==> src/rtl/mem_bus_arbiter.sv <==
// mem_bus_arbiter: shares one slave bus between two masters (M0 = ibus,
// M1 = dbus) with breq/bgnt handshake, round-robin tie-break, burst limit
// while the other master waits, region decode and decode-miss bus errors.
// Optional feature macro: MEM_ARB_TIMEOUT_EN adds a slave response timeout
// that terminates a stalled transaction with berror.
module mem_bus_arbiter #(
  parameter int         ADDR_W      = 32,
  parameter int         DATA_W      = 32,
  parameter logic [3:0] REGION      = 4'hF,
  parameter int         MAX_BURST   = 4,
  parameter int         TIMEOUT_CYC = 255
) (
  input  logic              clk,
  input  logic              rst_n,
  input  logic              m0_breq,
  output logic              m0_bgnt,
  input  logic              m0_bstart,
  input  logic [ADDR_W-1:0] m0_addr,
  input  logic [DATA_W-1:0] m0_wdata,
  input  logic              m0_wr,
  input  logic [1:0]        m0_tsize,
  output logic [DATA_W-1:0] m0_rdata,
  output logic              m0_bdone,
  output logic              m0_berror,
  input  logic              m1_breq,
  output logic              m1_bgnt,
  input  logic              m1_bstart,
  input  logic [ADDR_W-1:0] m1_addr,
  input  logic [DATA_W-1:0] m1_wdata,
  input  logic              m1_wr,
  input  logic [1:0]        m1_tsize,
  output logic [DATA_W-1:0] m1_rdata,
  output logic              m1_bdone,
  output logic              m1_berror,
  output logic              s_ss,
  output logic              s_bstart,
  output logic [ADDR_W-1:0] s_addr,
  output logic [DATA_W-1:0] s_wdata,
  output logic              s_wr,
  output logic [1:0]        s_tsize,
  input  logic [DATA_W-1:0] s_rdata,
  input  logic              s_bdone
);

  typedef enum logic [1:0] {
    ST_IDLE  = 2'd0,
    ST_GRANT = 2'd1,
    ST_BUSY  = 2'd2
  } state_t;

  localparam logic [3:0] BURST_MAX = 4'(MAX_BURST);
  localparam logic [7:0] TO_LAST   = 8'(TIMEOUT_CYC - 1);

  state_t              state_r;
  logic                owner_r;       // 0 = M0, 1 = M1
  logic                last_owner_r;
  logic [1:0]          bgnt_r;
  logic [1:0]          miss_err_r;
  logic [3:0]          burst_cnt_r;
  logic [ADDR_W-1:0]   lat_addr_r;
  logic [DATA_W-1:0]   lat_wdata_r;
  logic                lat_wr_r;
  logic [1:0]          lat_tsize_r;

  logic                own_breq_s;
  logic                other_breq_s;
  logic                own_bstart_s;
  logic [ADDR_W-1:0]   own_addr_s;
  logic [DATA_W-1:0]   own_wdata_s;
  logic                own_wr_s;
  logic [1:0]          own_tsize_s;
  logic                hit_s;
  logic                start_hit_s;
  logic                done_s;
  logic                timeout_s;
  logic [3:0]          burst_next_s;
  logic                pick_s;

  // Route the current owner's request signals onto common nets.
  always_comb begin
    own_breq_s   = 1'b0;
    other_breq_s = 1'b0;
    own_bstart_s = 1'b0;
    own_addr_s   = '0;
    own_wdata_s  = '0;
    own_wr_s     = 1'b0;
    own_tsize_s  = 2'd0;
    if (owner_r) begin
      own_breq_s   = m1_breq;
      other_breq_s = m0_breq;
      own_bstart_s = m1_bstart;
      own_addr_s   = m1_addr;
      own_wdata_s  = m1_wdata;
      own_wr_s     = m1_wr;
      own_tsize_s  = m1_tsize;
    end else begin
      own_breq_s   = m0_breq;
      other_breq_s = m1_breq;
      own_bstart_s = m0_bstart;
      own_addr_s   = m0_addr;
      own_wdata_s  = m0_wdata;
      own_wr_s     = m0_wr;
      own_tsize_s  = m0_tsize;
    end
  end

  assign hit_s        = (own_addr_s[ADDR_W-1 -: 4] == REGION);
  assign start_hit_s  = (state_r == ST_GRANT) && own_bstart_s && hit_s;
  assign done_s       = (state_r == ST_BUSY) && s_bdone;
  assign burst_next_s = (burst_cnt_r == BURST_MAX) ? burst_cnt_r : (burst_cnt_r + 4'd1);
  // Both requesting: the master that did not own the bus last wins.
  assign pick_s       = (m0_breq && m1_breq) ? ~last_owner_r : m1_breq;

`ifdef MEM_ARB_TIMEOUT_EN
  logic [7:0] to_cnt_r;

  // Cycles spent waiting in BUSY; cleared when a transaction is launched.
  always_ff @(posedge clk or negedge rst_n) begin
    if (!rst_n) begin
      to_cnt_r <= 8'd0;
    end else if (start_hit_s) begin
      to_cnt_r <= 8'd0;
    end else if (state_r == ST_BUSY) begin
      to_cnt_r <= to_cnt_r + 8'd1;
    end else begin
      to_cnt_r <= to_cnt_r;
    end
  end

  // A slave completion in the same cycle takes priority over the timeout.
  assign timeout_s = (state_r == ST_BUSY) && !s_bdone && (to_cnt_r == TO_LAST);
`else
  logic unused_to_s;
  assign unused_to_s = ^TO_LAST;
  assign timeout_s   = 1'b0;
`endif

  // Arbitration FSM: ownership, grants, burst accounting and latched request.
  always_ff @(posedge clk or negedge rst_n) begin
    if (!rst_n) begin
      state_r      <= ST_IDLE;
      owner_r      <= 1'b0;
      last_owner_r <= 1'b1;
      bgnt_r       <= 2'b00;
      miss_err_r   <= 2'b00;
      burst_cnt_r  <= 4'd0;
      lat_addr_r   <= '0;
      lat_wdata_r  <= '0;
      lat_wr_r     <= 1'b0;
      lat_tsize_r  <= 2'd0;
    end else begin
      miss_err_r <= 2'b00;
      case (state_r)
        ST_IDLE: begin
          if (m0_breq || m1_breq) begin
            owner_r     <= pick_s;
            bgnt_r      <= pick_s ? 2'b10 : 2'b01;
            burst_cnt_r <= 4'd0;
            state_r     <= ST_GRANT;
          end
        end
        ST_GRANT: begin
          if (own_bstart_s) begin
            if (hit_s) begin
              lat_addr_r  <= own_addr_s;
              lat_wdata_r <= own_wdata_s;
              lat_wr_r    <= own_wr_s;
              lat_tsize_r <= own_tsize_s;
              state_r     <= ST_BUSY;
            end else begin
              miss_err_r <= owner_r ? 2'b10 : 2'b01;
            end
          end else if (!own_breq_s) begin
            bgnt_r       <= 2'b00;
            last_owner_r <= owner_r;
            state_r      <= ST_IDLE;
          end
        end
        ST_BUSY: begin
          if (s_bdone) begin
            burst_cnt_r <= burst_next_s;
            if (other_breq_s && (burst_next_s == BURST_MAX)) begin
              bgnt_r       <= 2'b00;
              last_owner_r <= owner_r;
              state_r      <= ST_IDLE;
            end else begin
              state_r <= ST_GRANT;
            end
          end else if (timeout_s) begin
            burst_cnt_r <= burst_next_s;
            state_r     <= ST_GRANT;
          end
        end
        default: begin
          bgnt_r  <= 2'b00;
          state_r <= ST_IDLE;
        end
      endcase
    end
  end

  // Slave-side drive: live owner request in GRANT, latched copy in BUSY.
  always_comb begin
    s_addr  = '0;
    s_wdata = '0;
    s_wr    = 1'b0;
    s_tsize = 2'd0;
    case (state_r)
      ST_GRANT: begin
        s_addr  = own_addr_s;
        s_wdata = own_wdata_s;
        s_wr    = own_wr_s;
        s_tsize = own_tsize_s;
      end
      ST_BUSY: begin
        s_addr  = lat_addr_r;
        s_wdata = lat_wdata_r;
        s_wr    = lat_wr_r;
        s_tsize = lat_tsize_r;
      end
      default: begin
        s_addr  = '0;
        s_wdata = '0;
        s_wr    = 1'b0;
        s_tsize = 2'd0;
      end
    endcase
  end

  // Master-side responses: completion and read data pass through the same cycle.
  always_comb begin
    m0_bdone  = done_s && !owner_r;
    m1_bdone  = done_s && owner_r;
    m0_berror = miss_err_r[0] || (timeout_s && !owner_r);
    m1_berror = miss_err_r[1] || (timeout_s && owner_r);
    if (done_s && !owner_r) begin
      m0_rdata = s_rdata;
    end else begin
      m0_rdata = '0;
    end
    if (done_s && owner_r) begin
      m1_rdata = s_rdata;
    end else begin
      m1_rdata = '0;
    end
  end

  assign s_ss     = (state_r == ST_BUSY) || start_hit_s;
  assign s_bstart = start_hit_s;
  assign m0_bgnt  = bgnt_r[0];
  assign m1_bgnt  = bgnt_r[1];

endmodule

==> config.mk <==
export PLATFORM = sky130hd
export DESIGN_NAME = mem_bus_arbiter
export DESIGN_NICKNAME = d
export VERILOG_FILES = /design/src/rtl/mem_bus_arbiter.sv
export SDC_FILE = /design/constraint.sdc
export NUM_CORES = 1
export LEC_CHECK = 0
export CORE_MARGIN = 5
export CORE_UTILIZATION = 42
export CTS_CLUSTER_DIAMETER = 40
export DETAILED_ROUTE_END_ITERATION = 7
export PLACE_DENSITY = 0.87
export SLEW_MARGIN = 20
export SYNTH_ARGS = -nofsm -noshare
export SYNTH_HDL_FRONTEND = slang
export SYNTH_SLANG_ARGS = --single-unit
export TNS_END_PERCENT = 100
==> constraint.sdc <==
create_clock -name clk -period 4.38 [get_ports clk]
set_input_delay 1.095 -clock clk [delete_from_list [all_inputs] [get_ports clk]]
set_output_delay 1.095 -clock clk [all_outputs]
set_load 0.05 [all_outputs]
; ---- After elaboration in Yosys (flattened, before gate mapping)
; Cells that the tools add are included.
[classes]
addsub = 1
n_eq_ne = 12
muxes = 40
n_bitwise = 1
n_reduce_logical = 19
[op_table]
columns = op, n
row1 = 32-bit two-way mux, 4
row2 = 32-bit one-hot mux with 2 select lines, 2
row3 = 2-bit two-way mux, 15
row4 = 4-bit two-way mux, 3
row5 = 2-bit one-hot mux with 3 select lines, 2
row6 = 1-bit two-way mux, 10
row7 = 5-bit AND reduction, 2
row8 = "4-bit by 3-bit == test with 1-bit output, second input constant", 2
row9 = "2-bit != test, second input constant", 4
row10 = 4-bit one-hot mux with 2 select lines, 1
row11 = 1-bit logical AND, 7
row12 = "3-bit != test, second input constant", 2
row13 = 3-bit AND reduction, 2
row14 = "4-bit by 1-bit adder with 4-bit output, second input constant", 1
row15 = "4-bit == test, second input constant", 1
row16 = 1-bit one-hot mux with 2 select lines, 2
row17 = 2-bit one-hot mux with 2 select lines, 1
row18 = 4-bit AND reduction, 1
row19 = 2-bit nonzero test, 2
row20 = "2-bit by 1-bit == test with 1-bit output, second input constant", 1
row21 = "2-bit == test, second input constant", 1
row22 = 2-bit logical NOT, 1
row23 = 1-bit logical OR, 2
row24 = "2-bit by 1-bit != test with 1-bit output, second input constant", 1
row25 = 3 further kinds, 3
[word_totals]
ff_bits = 79
input_bits = 173
out_inout_bits = 139
wordCells = 83

; ---- Longest topological paths before layout
[depth]
word_depth = 7
mapped_depth = 8

; ---- Worst setup path before layout
; OpenSTA, ideal clock, no wires.
[synth_timing]
path_kind = reg2out
startpoint = register state_r[1]
endpoint = output s_addr[30]
arrival_time_ns = 2.618
path_slack_ns = 0.667
path_stages_with_launch = 8
path_buffers = 3
path_cell_list = dfrtp_1 > inv_1 > ha_1 > clkbuf_1 > clkbuf_1 > clkbuf_1 > o21ai_0 > a21boi_0
[synth_via]
elab_chain_cells = 2
elab_cells_between_ends = 3
[synth_rtl]
columns = item, line_no
row1 = from (decl), 54  ; state_t state_r;
row2 = from (signal assigned), 141  ; state_r <= ST_IDLE;
row3 = from (signal assigned), 159  ; state_r <= ST_GRANT;
row4 = from (signal assigned), 169  ; state_r <= ST_BUSY;
row5 = 2-bit == test / 2-bit by 1-bit == test with 1-bit output (equally long branches), 208  ; case (state_r)
row6 = 32-bit one-hot mux with 2 select lines *, 208
row7 = to (decl), 37  ; output logic [ADDR_W-1:0] s_addr,
; Every way passes the cells marked *; elsewhere a longest branch is shown, timed or not.

; ---- Worst setup path in the final report
[layout_timing]
startpoint = input m0_addr[30]
endpoint = output s_addr[30]
[layout_via]
elab_chain_cells = 2
[layout_rtl]
columns = item, line_no
row1 = from (decl), 18  ; input logic [ADDR_W-1:0] m0_addr,
row2 = 32-bit two-way mux, 88  ; if (owner_r) begin
row3 = 32-bit one-hot mux with 2 select lines, 208
; No other way between the ends.

==> metrics <==
TritonCTS buffer count=9; vias per inst=5.40; startpoint type of the worst setup path=input pin; RSZ-0062 raised after global routing=false; Crit path max-delay family=buffers and inverters; top cells by count, synth=mux2_2, dfrtp_1, and2_1; Post-Syn Instances=around 540; ys flop type=dfrtp_1; Leakage=around 3.9 nW; Post-Syn Area per Cell=roughly 10 um2; initial antenna violation count=4; # setup viols final=0; Floorplan Core Area=~0.013 mm2; cts repair resizes=0; number of setup buffers added after CTS=0; Critical Path AT=about 3 ns; slowest cell on the critical path=clkdlybuf4s50_1; Detailed Route Iter0 Violations=about 260; GP Congestion=between 0.8 and 0.9; Seq/Total Area, Yosys=0.356; hold buffer count at CTS=0; Clock transition at path regs=0.06 ns; Nets=between 1000 and 1500; slew margin rel.=0.322; top-area cell type share of the netlist area=0.352; Syn Nets=between 700 and 800; Post-Route Utilization=0.747; Tot GR Track Use=0.255; Slew Limit Fails=0; dpl cell area=~0.0095 mm2; crit path capture type=primary output; router iterations before antenna repair=4; initial core utilization=0.424; worst hold margin=between 0.4 and 0.5 ns; PortBufs=slightly above 300; H-tree Lvls=3; largest net degree at the start of global routing=a little over 80; Tcrit/Tclk final=0.934; dpl hpwl=roughly 16000 um; first-pass GRT wire length=32400 um; row count=between 40 and 50; CTS tree=done; Clock Latency Late Sink=0.33 ns; Area Overhead vs Synth=76.2%; IR Drop Worst-Case VDD=0.469 mV; Distinct cells, synth=44; Crit path required time=~3.3 ns; Synth async-reset ratio=1.00; Synth Register Bits=just under 80; IO Pins=approximately 310; final instance area=approximately 0.01 mm2; buffer depth of the longest clock path=2; WS Path Type=in2out; run status=complete, no violations; Residual DRC=0; Total Wirelength=approximately 21000 um; Detail Route Antenna Nets=0; Syn Std Cell Area=approximately 0.0056 mm2; vias in the first global route=6013; most numerous cell in the Yosys netlist=mux2_2; cells taking the most area after synthesis=dfrtp_1, mux2_2, a22oi_1; slowest stage delay, CP=between 0.8 and 0.9 ns; Critical Path, Cell by Cell=clkdlybuf4s50_1, nor2b_1, o21ai_0, a21boi_0, clkdlybuf4s50_1; vias=5466; Overflow after GRT=0; Max FO, Critical Path=3; Clock Skew=just over 0.005 ns; die width=around 120 um; Final Critical Period=about 4 ns; Power Dens Cells=623 mW/mm2; Synthesis Warnings=0; layout cells sized above 1=0.282; setup TNS=0 ns; PnR Total Power=~6.1 mW; WP buf/inv=2; Slew @ Worst Pin=slightly above 1 ns; Synth area leader=dfrtp_1; DR WL/cell=between 20 and 25 um; Hold Violations, Final=0; CP most frequent cell=clkdlybuf4s50_1; Post-synth EDFFs=0; die height=around 120 um; TritonCTS Sinks=79; Max Cap Viol=0; DIE AREA=0.0156 mm2; Max Fclk=roughly 240 MHz; clock tree root driver cell=clkbuf_16; Worst Hold Class=reg2reg
==> stage by stage <==
| stage | cells | setup slack [ns] |
|---|---|---|
| global route | 1012 | 0.232 |
| floorplan | 541 | 0.667 |
| CTS | 1008 | 0.297 |
| detailed placement | 992 | 0.309 |
| finish | 1012 | 0.289 |
| global placement | 992 | 0.397 |
==> area by class of cell <==
class                      count  area (um2)
inverter                       9        33.8
antenna                        4        10.0
timing repair buffer         320        3880
tap                          176         220
clock inverter                 6        85.1
sequential                    79        1980
clock buffer                  10         229
fill                         864        3300
multi-input combinational    408        3340
==> per-layer routing <==
layer  share of wire  GRT usage  wire length (um)  vias to the layer above
met5               0          0                 0                        -
met4           0.042      0.122               876                        0
met3           0.059     0.0563              1220                       56
met2            0.54      0.482             11200                      256
met1            0.35      0.266              7300                     2638
li1                -          -                 -                     2516
==> cells in the final DEF (no fill, tap or decap), types with 2 or more instances in the layout <==
cell type,synthesis,routed
a21boi_0,2,2
a21oi_1,5,5
a22o_1,2,2
a22oi_1,63,63
a31oi_1,2,2
and2_1,69,69
and3_1,5,5
and4_1,2,2
buf_12,0,70
buf_4,5,9
bufinv_16,0,2
clkbuf_16,0,9
clkdlybuf4s50_1,0,240
clkinv_2,0,2
clkinvlp_4,0,2
dfrtp_1,78,77
diode_2,0,4
ha_1,6,4
ha_2,0,2
inv_1,9,9
mux2_2,128,128
mux2i_1,3,3
nand2_1,9,9
nand2b_1,2,2
nand3_1,3,3
nand4_1,4,4
nor2_1,6,6
nor2b_1,65,65
nor3b_1,2,2
o21ai_0,7,7
o311ai_0,2,2
o31ai_1,2,2
or2_2,5,5
==> cell families after synthesis <==
group                      Yosys count  share of synthesized area
and+or+nand+nor                    175                      0.192
muxes                              131                      0.265
AOI/OAI and AO/OA                   96                      0.128
DFF                                 79                      0.356
buffers and inverters               54                     0.0446
adders and majority gates            6                     0.0135
==> path summary, 6_finish.rpt <==
check | from | to | slack [ns] | depth (start not counted)
worst max-delay path | m0_addr[30] | s_addr[30] | 0.29 | 5
worst min-delay path | lat_addr_r[29]$_DFFE_PN0P_ | lat_addr_r[29]$_DFFE_PN0P_ | 0.48 | 1
min in group asynchronous | rst_n | lat_wdata_r[21]$_DFFE_PN0P_ | 0.80 | 1
worst max register to register | owner_r$_DFFE_PN0P_ | lat_addr_r[9]$_DFFE_PN0P_ | 1.17 | 5
max in group asynchronous | rst_n | owner_r$_DFFE_PN0P_ | 3.00 | 1
worst min register to register | lat_addr_r[29]$_DFFE_PN0P_ | lat_addr_r[29]$_DFFE_PN0P_ | 0.48 | 1
==> registers in the layout, indices dropped and copies added, names as in the netlist <==
signal,count
lat_addr_r,32
lat_wdata_r,32
burst_cnt_r,4
bgnt_r,2
lat_tsize_r,2
miss_err_r,2
state_r,2
last_owner_r,1
lat_wr_r,1
owner_r,1
==> power by group <==
part | switching [mW] | internal [mW]
combinational | 2.29 | 1.70
clock | 0.298 | 0.497
sequential | 0.289 | 1.01
(Power assumes the default switching activity.)
